===== src/rtl/pianissimo_vga_pkg.sv =====
// rtl/pianissimo_vga_pkg.sv - shared VGA geometry constants and plot arbiter state encoding
package pianissimo_vga_pkg;

   localparam int X_W     = 8;
   localparam int Y_W     = 7;
   localparam int COLOR_W = 24;
   localparam int H_RES   = 160;
   localparam int V_RES   = 120;

   typedef enum logic {
      ARB_IDLE  = 1'b0,
      ARB_BURST = 1'b1
   } arb_state_e;

endpackage


===== src/rtl/vga_plot_arbiter_rr_pick.sv =====
// rtl/vga_plot_arbiter_rr_pick.sv - combinational round-robin picker, scans upward from last+1
module rr_pick #(
   parameter int N = 4,
   parameter int W = $clog2(N)
) (
   input  logic [N-1:0] req_i,
   input  logic [W-1:0] last_i,
   output logic [W-1:0] grant_o,
   output logic         any_o
);

   int           idx;
   logic [W-1:0] idx_w;

   always_comb begin
      grant_o = '0;
      any_o   = 1'b0;
      idx     = 0;
      idx_w   = '0;
      for (int off = 1; off <= N; off++) begin
         idx   = (int'(last_i) + off) % N;
         idx_w = W'(idx);
         if (!any_o && req_i[idx_w]) begin
            any_o   = 1'b1;
            grant_o = idx_w;
         end
      end
   end

endmodule


===== src/rtl/vga_plot_arbiter.sv =====
// rtl/vga_plot_arbiter.sv - burst-granular round-robin arbiter for the single VGA pixel-write port
module vga_plot_arbiter #(
   parameter int NUM_REQ   = 4,
   parameter int X_W       = pianissimo_vga_pkg::X_W,
   parameter int Y_W       = pianissimo_vga_pkg::Y_W,
   parameter int COLOR_W   = pianissimo_vga_pkg::COLOR_W,
   parameter int H_RES     = pianissimo_vga_pkg::H_RES,
   parameter int V_RES     = pianissimo_vga_pkg::V_RES,
   parameter int MAX_BURST = 19200
) (
   input  logic                       CLOCK_50,
   input  logic                       resetn,
   input  logic [NUM_REQ-1:0]         req_valid,
   input  logic [NUM_REQ-1:0]         req_last,
   input  logic [NUM_REQ-1:0]         req_mask,
   input  logic [NUM_REQ*X_W-1:0]     req_x,
   input  logic [NUM_REQ*Y_W-1:0]     req_y,
   input  logic [NUM_REQ*COLOR_W-1:0] req_colour,
   output logic [NUM_REQ-1:0]         req_ready,
   output logic                       plot,
   output logic [X_W-1:0]             VGA_X,
   output logic [Y_W-1:0]             VGA_Y,
   output logic [COLOR_W-1:0]         VGA_COLOR,
   output logic [2:0]                 owner,
   output logic                       busy,
   output logic                       timeout_pulse
);

   import pianissimo_vga_pkg::*;

   localparam int IDX_W = $clog2(NUM_REQ);
   localparam int CNT_W = $clog2(MAX_BURST);

   arb_state_e         state_q, state_d;
   logic [IDX_W-1:0]   owner_q, owner_d, last_owner_q, last_owner_d;
   logic [CNT_W-1:0]   count_q, count_d;
   logic               plot_q, plot_d, timeout_q, timeout_d;
   logic [X_W-1:0]     x_q, x_d;
   logic [Y_W-1:0]     y_q, y_d;
   logic [COLOR_W-1:0] colour_q, colour_d;

   logic [NUM_REQ-1:0] elig;
   logic [IDX_W-1:0]   pick;
   logic               pick_any;
   logic [X_W-1:0]     sel_x;
   logic [Y_W-1:0]     sel_y;
   logic [COLOR_W-1:0] sel_colour;
   logic               sel_valid, sel_last, sel_mask, accept, at_limit;

   assign elig = req_valid & req_mask;

   rr_pick #(.N(NUM_REQ), .W(IDX_W)) u_pick (
      .req_i   (elig),
      .last_i  (last_owner_q),
      .grant_o (pick),
      .any_o   (pick_any)
   );

   // Only the owner's slice is ever looked at during a burst.
   assign sel_x      = req_x[owner_q*X_W +: X_W];
   assign sel_y      = req_y[owner_q*Y_W +: Y_W];
   assign sel_colour = req_colour[owner_q*COLOR_W +: COLOR_W];
   assign sel_valid  = req_valid[owner_q];
   assign sel_last   = req_last[owner_q];
   assign sel_mask   = req_mask[owner_q];
   assign accept     = (state_q == ARB_BURST) && sel_mask && sel_valid;
   assign at_limit   = (count_q == CNT_W'(MAX_BURST - 1));

   always_comb begin
      state_d      = state_q;
      owner_d      = owner_q;
      last_owner_d = last_owner_q;
      count_d      = count_q;
      plot_d       = 1'b0;
      x_d          = x_q;
      y_d          = y_q;
      colour_d     = colour_q;
      timeout_d    = 1'b0;
      req_ready    = '0;
      case (state_q)
         ARB_IDLE: begin
            if (pick_any) begin
               state_d = ARB_BURST;
               owner_d = pick;
               count_d = '0;
            end
         end
         ARB_BURST: begin
            req_ready[owner_q] = sel_mask;
            if (!sel_mask) begin
               state_d      = ARB_IDLE;
               last_owner_d = owner_q;
            end else if (accept) begin
               x_d      = sel_x;
               y_d      = sel_y;
               colour_d = sel_colour;
               plot_d   = (int'(sel_x) < H_RES) && (int'(sel_y) < V_RES);
               // last wins over the limit, so a final beat at the cap is a normal end.
               if (sel_last || at_limit) begin
                  state_d      = ARB_IDLE;
                  last_owner_d = owner_q;
                  timeout_d    = !sel_last;
               end else begin
                  count_d = count_q + 1'b1;
               end
            end
         end
         default: state_d = ARB_IDLE;
      endcase
   end

   always_ff @(posedge CLOCK_50 or posedge resetn) begin
      if (resetn) begin
         state_q      <= ARB_IDLE;
         owner_q      <= '0;
         last_owner_q <= IDX_W'(NUM_REQ - 1);
         count_q      <= '0;
         plot_q       <= 1'b0;
         x_q          <= '0;
         y_q          <= '0;
         colour_q     <= '0;
         timeout_q    <= 1'b0;
      end else begin
         state_q      <= state_d;
         owner_q      <= owner_d;
         last_owner_q <= last_owner_d;
         count_q      <= count_d;
         plot_q       <= plot_d;
         x_q          <= x_d;
         y_q          <= y_d;
         colour_q     <= colour_d;
         timeout_q    <= timeout_d;
      end
   end

   assign plot          = plot_q;
   assign VGA_X         = x_q;
   assign VGA_Y         = y_q;
   assign VGA_COLOR     = colour_q;
   assign owner         = 3'(owner_q);
   assign busy          = (state_q == ARB_BURST);
   assign timeout_pulse = timeout_q;

endmodule


===== config.mk =====
export PLATFORM = sky130hd
export DESIGN_NAME = vga_plot_arbiter
export DESIGN_NICKNAME = d
export VERILOG_FILES = /design/src/rtl/pianissimo_vga_pkg.sv /design/src/rtl/vga_plot_arbiter_rr_pick.sv /design/src/rtl/vga_plot_arbiter.sv
export SDC_FILE = /design/constraint.sdc
export NUM_CORES = 1
export LEC_CHECK = 0
export CORE_ASPECT_RATIO = 1.1
export CORE_MARGIN = 1
export CORE_UTILIZATION = 39
export CTS_CLUSTER_SIZE = 8
export DETAILED_ROUTE_END_ITERATION = 10
export HOLD_SLACK_MARGIN = 0.05
export PLACE_DENSITY = 0.82
export REMOVE_ABC_BUFFERS = 1
export SLEW_MARGIN = 20
export SYNTH_ARGS = -nofsm -noshare
export SYNTH_HDL_FRONTEND = slang
export SYNTH_HIERARCHICAL = 1
export SYNTH_SLANG_ARGS = --single-unit

===== constraint.sdc =====
create_clock -name CLOCK_50 -period 2.65 [get_ports CLOCK_50]
set_input_delay 0.795 -clock CLOCK_50 [delete_from_list [all_inputs] [get_ports CLOCK_50]]
set_output_delay 0.795 -clock CLOCK_50 [all_outputs]
set_load 0.03 [all_outputs]

* After elaboration in Yosys (flattened, before gate mapping)
Index checks and enable logic that the tools add are counted.
** Operators by class
- Bitwise operators :: 3
- Add/subtract/negate cells :: 5
- Equal/unequal tests :: 7
- Shifts and indexed selects :: 3
- Reduce and logical (&&, ||, !) cells :: 16
- $mul :: 2
- Divide/modulo/power cells :: 0
- Magnitude comparators :: 8
- Muxes and demuxes :: 45
** Operators with widths (count)
- $shiftx 96x8->24 :: 1
- $mux 15 :: 4
- $shiftx 32x6->8 :: 1
- $pmux 15 s2 :: 1
- $shiftx 28x6->7 :: 1
- $mux 1 :: 23
- $add 15x1->15 const B :: 1
- $eq 15x15->1 const B :: 1
- $lt 2x3->1 const B :: 5
- $bmux 1 s2 :: 7
- $mux 2 :: 7
- $and 4x4->4 :: 2
- $lt 8x8->1 const B :: 1
- $ne 2x1->1 const B :: 4
- $logic_and 1x1->1 :: 7
- $lt 7x7->1 const B :: 1
- $reduce_and 3->1 :: 2
- $mul 2x3->5 const B :: 1
- $add 2x1->2 const B :: 2
- $add 2x2->2 const B :: 2
- $logic_not 1->1 :: 4
- $mul 2x2->4 const B :: 1
- $mux 4 :: 1
- $ne 2x2->1 const B :: 2
- 7 further kinds :: 7
** Storage, ports and cells
- Latch bits :: 0
- Flip-flop bits (word level) :: 61
- Output and inout port bits :: 49
- RAM bits :: 0
- Bits of input ports :: 170
- Memories :: 0
- Memory bits (read-only) :: 0

* Logic depth before layout (Yosys ltp)
- Word-level depth :: 15
- Mapped depth :: 8

* Cells and area by module
The synthesis kept the hierarchy.
** Modules (own cells, without submodules)
- vga_plot_arbiter :: instances 1, area an instance 3736.1 sq um, cells an instance 264
- rr_pick :: instances 1, area an instance 91.3 sq um, cells an instance 14

* Least setup slack after synthesis
OpenSTA, ideal clock, no wires.
- Path type :: reg-to-output
- From :: register owner_q[0]
- To :: output port req_ready[0]
- Data arrival time :: 1.972 ns
- Data required time :: 1.855 ns
- Cell stages (with the launch flop) :: 4
- Setup slack :: -0.117 ns
- Cells stage by stage :: dfrtp_1 > buf_6 > clkbuf_1 > nor4bb_1
** On the way
- Word-level cells in the longest chain between the ends :: 6
- Elaborated cells between the ends (all ways) :: 9
- Those cells by class :: order compare: 2; mux: 5; bitwise: 1; reduce/logical: 1
** Ends and longest elaborated chain
- start: declaration :: RTL line vga_plot_arbiter.sv:35 : logic [IDX_W-1:0] owner_q, owner_d, last_owner_q, last_owner_d;
- start signal: assignment :: RTL line vga_plot_arbiter.sv:125 : owner_q <= owner_d;
- $lt 2x3->1 (not written as such) or $ge 2x1->1 (tied branches) :: RTL line vga_plot_arbiter.sv:89 : req_ready[owner_q] = sel_mask;
- $logic_and 1x1->1 (not written as such) :: RTL line vga_plot_arbiter.sv:89
- $mux 1 (not written as such) :: RTL line vga_plot_arbiter.sv:89
- $demux 1 s2 :: RTL line vga_plot_arbiter.sv:89
- $and 4x4->4 (no line) (*)
- $mux 4 (*) :: RTL line vga_plot_arbiter.sv:80 : case (state_q)
- end: declaration :: RTL line vga_plot_arbiter.sv:19 : output logic [NUM_REQ-1:0] req_ready,
Every way passes the cells marked *; elsewhere a longest branch is shown, timed or not. The select of a mux whose other input is x is not followed.

* Worst setup path after layout
- From :: input port req_mask[0]
- To :: output port req_ready[0]
** On the way
- Word-level cells in the longest chain between the ends :: 4
** Ends and longest elaborated chain
- start: declaration :: RTL line vga_plot_arbiter.sv:15 : input logic [NUM_REQ-1:0] req_mask,
- $bmux 1 s2 :: RTL line vga_plot_arbiter.sv:65 : assign sel_mask = req_mask[owner_q];
- $mux 1 (not written as such) :: RTL line vga_plot_arbiter.sv:65
- $and 4x4->4 (no line)
- $mux 4 :: RTL line vga_plot_arbiter.sv:80
Every way passes these cells. The select of a mux whose other input is x is not followed.

==> tab_implementation.tex <==
\begin{tabular}{lr}
\hline
Metric & Value \\
\hline
\multicolumn{2}{l}{\textbf{Layout}} \\
\quad Count of nets after finishing & 670 \\
\quad Layout cells sized above 1 & between 20\% and 30\% \\
\quad Area growth from synthesis to layout & 65.0\% \\
\quad Number of inserted diodes & 0 \\
\quad Area occupied by multi-input gates & approximately 2200 um2 \\
\quad FILL cells & a little over 700 \\
\quad Number of standard cells in the final layout excluding fillers & 621 \\
\quad Sequential cell area & $\sim$1500 um2 \\
\multicolumn{2}{l}{\textbf{Floorplan}} \\
\quad Total number of placement rows & 37 \\
\quad Placeable core region & between 9000 and 10000 um2 \\
\quad Top Ports & 219 \\
\quad Die height & 106 um \\
\quad Die ar. & approximately 10000 um2 \\
\quad Initial cell density of the core & 40.5\% \\
\quad Horizontal die dimension & around 96 um \\
\multicolumn{2}{l}{\textbf{Power}} \\
\quad Cell internal pwr & about 3600 uW \\
\quad Net switching power & about 2400 uW \\
\quad Portion of total power attributed to sequential cells & a little over a quarter \\
\quad Total leakage power & between 0.002 and 0.0025 uW \\
\quad Sum of internal, switching and leakage power & 6010 uW \\
\quad Part of the total power dissipated in the clock network & 11.4\% \\
\quad Worst VDD drop & roughly 560 uV \\
\quad Switching Fraction & between 30\% and 40\% \\
\quad Power density normalized to cell area & about 950 nW/um2 \\
\quad Fraction of power consumed by combinational cells & 62.6\% \\
\multicolumn{2}{l}{\textbf{Timing}} \\
\quad Max\_slew headroom & approximately three fifths \\
\quad Min cycle time layout & about 2.5 ns \\
\quad Final clock period utilization by the worst path & 94.8\% \\
\quad Highest achievable clock rate & between 300 and 400 MHz \\
\quad Smallest hold slack & a little over 0.5 ns \\
\quad Total count of hold-check failures in the final report & 0 \\
\quad Final setup skew & approximately 0.006 ns \\
\quad Unrepaired setup endpoints after global routing & false \\
\quad Number of failing setup endpoints in the final timing report & 0 \\
\quad Worst Tran Pin Value & slightly below 0.6 ns \\
\quad Count of pins over their slew limit & 0 \\
\multicolumn{2}{l}{\textbf{Clock tree}} \\
\quad Root Driver & sky130\_fd\_sc\_hd\_\_clkbuf\_8 \\
\quad Hold buffer count at CTS & 0 \\
\quad TritonCTS clock tree & done \\
\quad Clock tree sinks & 61 \\
\quad \# resized after CTS & 0 \\
\quad Total setup buffers inserted after CTS & 0 \\
\quad Clock Pin Slew Worst Setup and Hold Paths & approximately 0.06 ns \\
\quad H-tree depth reported by CTS & 3 \\
\quad Clock Tree Buf Depth & 2 \\
\quad Insertion delay of the later-clocked pin in the worst-skew pair & $\sim$0.33 ns \\
\quad Total clock buffers created by CTS & 9 \\
\multicolumn{2}{l}{\textbf{Worst setup path}} \\
\quad Maximum fanout encountered on the critical timing path & 3 \\
\quad Data arrival, critical path & 1.72 ns \\
\quad Required time at the worst-slack endpoint & around 1.9 ns \\
\quad Longest individual stage delay on the worst path & between 0.4 and 0.5 ns \\
\quad Crit start category & primary input \\
\quad Top cell family by delay on the critical path & buffers and inverters \\
\quad Buffering stage count on the worst path with inverters included & 2 \\
\quad Capturing element type of the critical path & output port \\
\quad CP max-delay cell & sky130\_fd\_sc\_hd\_\_clkdlybuf4s50\_1 \\
\quad Ordered list of cells on the worst path & clkdlybuf4s50\_1, nor4bb\_1, buf\_4 \\
\quad Type of the worst setup path & primary input to output port \\
\multicolumn{2}{l}{\textbf{Synthesis}} \\
\quad Synth area leader & sky130\_fd\_sc\_hd\_\_dfrtp\_1 \\
\quad FF+latch count, synth & 61 \\
\quad Cell types with the largest area share after synthesis & sky130\_fd\_sc\_hd\_\_dfrtp\_1 (39\%), sky130\_fd\_sc\_hd\_\_mux4\_2 (24\%), sky130\_fd\_sc\_hd\_\_mux2\_2 (13\%) \\
\quad Sequential element share of the synthesized area & around 40\% \\
\quad Number of enable flip-flop cells after synthesis & 0 \\
\quad Syn\_area\_per\_cell & about 14 um2 \\
\quad Share of the synthesized area in the top cell type & between 30\% and 40\% \\
\quad Number of instances in the synthesized netlist & approximately 280 \\
\quad Number of unique standard cell types used by synthesis & slightly below 50 \\
\quad Most used flip-flop cell after synthesis & sky130\_fd\_sc\_hd\_\_dfrtp\_1 \\
\quad Yosys warns & 6 \\
\quad Fraction of registers with async set/reset & 100\% \\
\quad Cell Area, Synth & $\sim$3800 um2 \\
\multicolumn{2}{l}{\textbf{Drt}} \\
\quad TritonRoute pass-1 iters & 4 \\
\quad \# DRC & 0 \\
\quad Routed wire per std cell & 19.1 um \\
\quad First-iteration detailed-routing DRC count & 90 \\
\quad Vias per inst & 5.45 \\
\quad Post-detailed-route count of antenna-violating nets & 0 \\
\quad Final WL & 11900 um \\
\quad Via total after detailed routing & around 3400 \\
\multicolumn{2}{l}{\textbf{Global route}} \\
\quad Leftover overflow at the end of global routing & 0 \\
\quad Initial antenna violation count & 0 \\
\quad Number of global-route vias before repair & 3728 \\
\quad Pin count of the biggest net entering global routing & 31 \\
\quad GRT Util Overall & $\sim$25\% \\
\quad Wire length of the first global-routing pass & between 15000 and 20000 um \\
\multicolumn{2}{l}{\textbf{Placed design}} \\
\quad Cell Count Post-Placement & roughly 610 \\
\quad Post-detail-place hpwl & 9590 um \\
\quad Placer's final routability congestion estimate & 0.823 \\
\quad Number of port buffers & between 200 and 250 \\
\multicolumn{2}{l}{\textbf{Job}} \\
\quad Max Cap Viol & 0 \\
\multicolumn{2}{l}{\textbf{Outcome}} \\
\quad Status & completed \\
\multicolumn{2}{l}{\textbf{Worst hold path}} \\
\quad Type of the worst min-delay path & flop to flop \\
\hline
\end{tabular}
routing by layer:
layer | GRT usage [%] | share of wire (%)
met3 | 8.80 | 7.7
met2 | 43.9 | 56
met4 | 8.51 | 2.0
met5 | 0 | 0
met1 | 26.7 | 35
registers in the layout, indices dropped and copies added, names as in the netlist:
register	cells
VGA_COLOR	24
VGA_X	8
VGA_Y	7
busy	1
count_q	15
last_owner_q	2
owner_q	2
plot	1
timeout_pulse	1
power groups by stage:
stage / Combinational, uW / Sequential (uW) / Clock [uW]
after floorplan: 1500 / 2410 / 0
after global placement: 3740 / 1560 / 0
after detailed placement: 3800 / 1580 / 0
after CTS: 3820 / 1570 / 704
after global routing: 3990 / 1620 / 740
final: 3760 / 1560 / 683
final timing paths:
check / startpoint / endpoint / slack [ns] / depth (start not counted)
max: req_mask[0] / req_ready[0] / 0.14 / 3
min: VGA_Y[1] / VGA_Y[1] / 0.51 / 1
max reg2reg: count_q[0] / last_owner_q[1] / 0.49 / 6
min reg2reg: VGA_Y[1] / VGA_Y[1] / 0.51 / 1
max in group asynchronous: resetn / last_owner_q[1] / 1.21 / 3
min in group asynchronous: resetn / count_q[11] / 0.81 / 2
cell usage in the layout, fill, tap and decap left out, types with 6 or more instances in the layout:
cell / count
sky130_fd_sc_hd__nand3_1: 14
sky130_fd_sc_hd__clkdlybuf4s50_1: 213
sky130_fd_sc_hd__mux2_2: 43
sky130_fd_sc_hd__and3_1: 6
sky130_fd_sc_hd__dfrtp_1: 57
sky130_fd_sc_hd__nand4_1: 6
sky130_fd_sc_hd__o21ai_0: 7
sky130_fd_sc_hd__clkbuf_8: 9
sky130_fd_sc_hd__nand2_1: 11
sky130_fd_sc_hd__mux4_2: 41
sky130_fd_sc_hd__buf_4: 14
cells by family (layout without fill, tap and decap cells):
family | count (synthesis) | count (layout) | synth area share [%]
AOI/OAI and AO/OA | 30 | 30 | 5.98
xor gates and xnor gates | 1 | 1 | 0.229
adders and majority gates | 1 | 1 | 0.327
buffers and inverters | 23 | 249 | 3.46
DFF | 61 | 61 | 39.9
muxes | 88 | 88 | 38.2
other | 1 | 1 | 0.0980
and+or+nand+nor | 73 | 73 | 11.7
cell usage after synthesis (2+ instances only):
cell	count
sky130_fd_sc_hd__nand2b_1	4
sky130_fd_sc_hd__mux4_2	41
sky130_fd_sc_hd__mux2_2	43
sky130_fd_sc_hd__buf_2	9
sky130_fd_sc_hd__inv_1	2
sky130_fd_sc_hd__and2_1	5
sky130_fd_sc_hd__dfrtp_1	59
sky130_fd_sc_hd__nand3_1	14
sky130_fd_sc_hd__a21o_1	5
sky130_fd_sc_hd__nand2_1	11
sky130_fd_sc_hd__nand4_1	6
sky130_fd_sc_hd__nor2_1	5
sky130_fd_sc_hd__and2b_1	2
sky130_fd_sc_hd__and3_1	7
sky130_fd_sc_hd__mux2i_1	3
sky130_fd_sc_hd__o21ai_0	7
sky130_fd_sc_hd__and4b_1	2
sky130_fd_sc_hd__and4_1	5
sky130_fd_sc_hd__clkbuf_1	6
sky130_fd_sc_hd__nor3_1	2
sky130_fd_sc_hd__or3_1	2
sky130_fd_sc_hd__buf_6	4
sky130_fd_sc_hd__o311ai_0	2
sky130_fd_sc_hd__nor4_1	2
sky130_fd_sc_hd__a21oi_1	5
sky130_fd_sc_hd__dfstp_2	2
area by class of cell:
class | instances | share of cell area [%]
inverters | 3 | 0.198
clock buffers | 11 | 2.08
well taps | 117 | 2.32
repair buffers | 230 | 36.4
multi-input cells | 194 | 34.3
clock inverters | 5 | 0.436
flip-flops and latches | 61 | 24.3
per-stage QoR:
stage / util (%) / TNS, ns / cell area, um2 / setup WS, ns
floorplan: - / -96.78 / 3710 / -1.96
global placement: 65.2 / -0.352 / 6150 / -0.0278
detailed placement: 65.2 / -2.70 / 6150 / -0.0975
CTS: 66.9 / 0 / 6310 / 0.145
global route: 66.9 / 0 / 6310 / 0.0656
finish: 66.9 / 0 / 6310 / 0.139
Power figures use the tool's default switching activity.
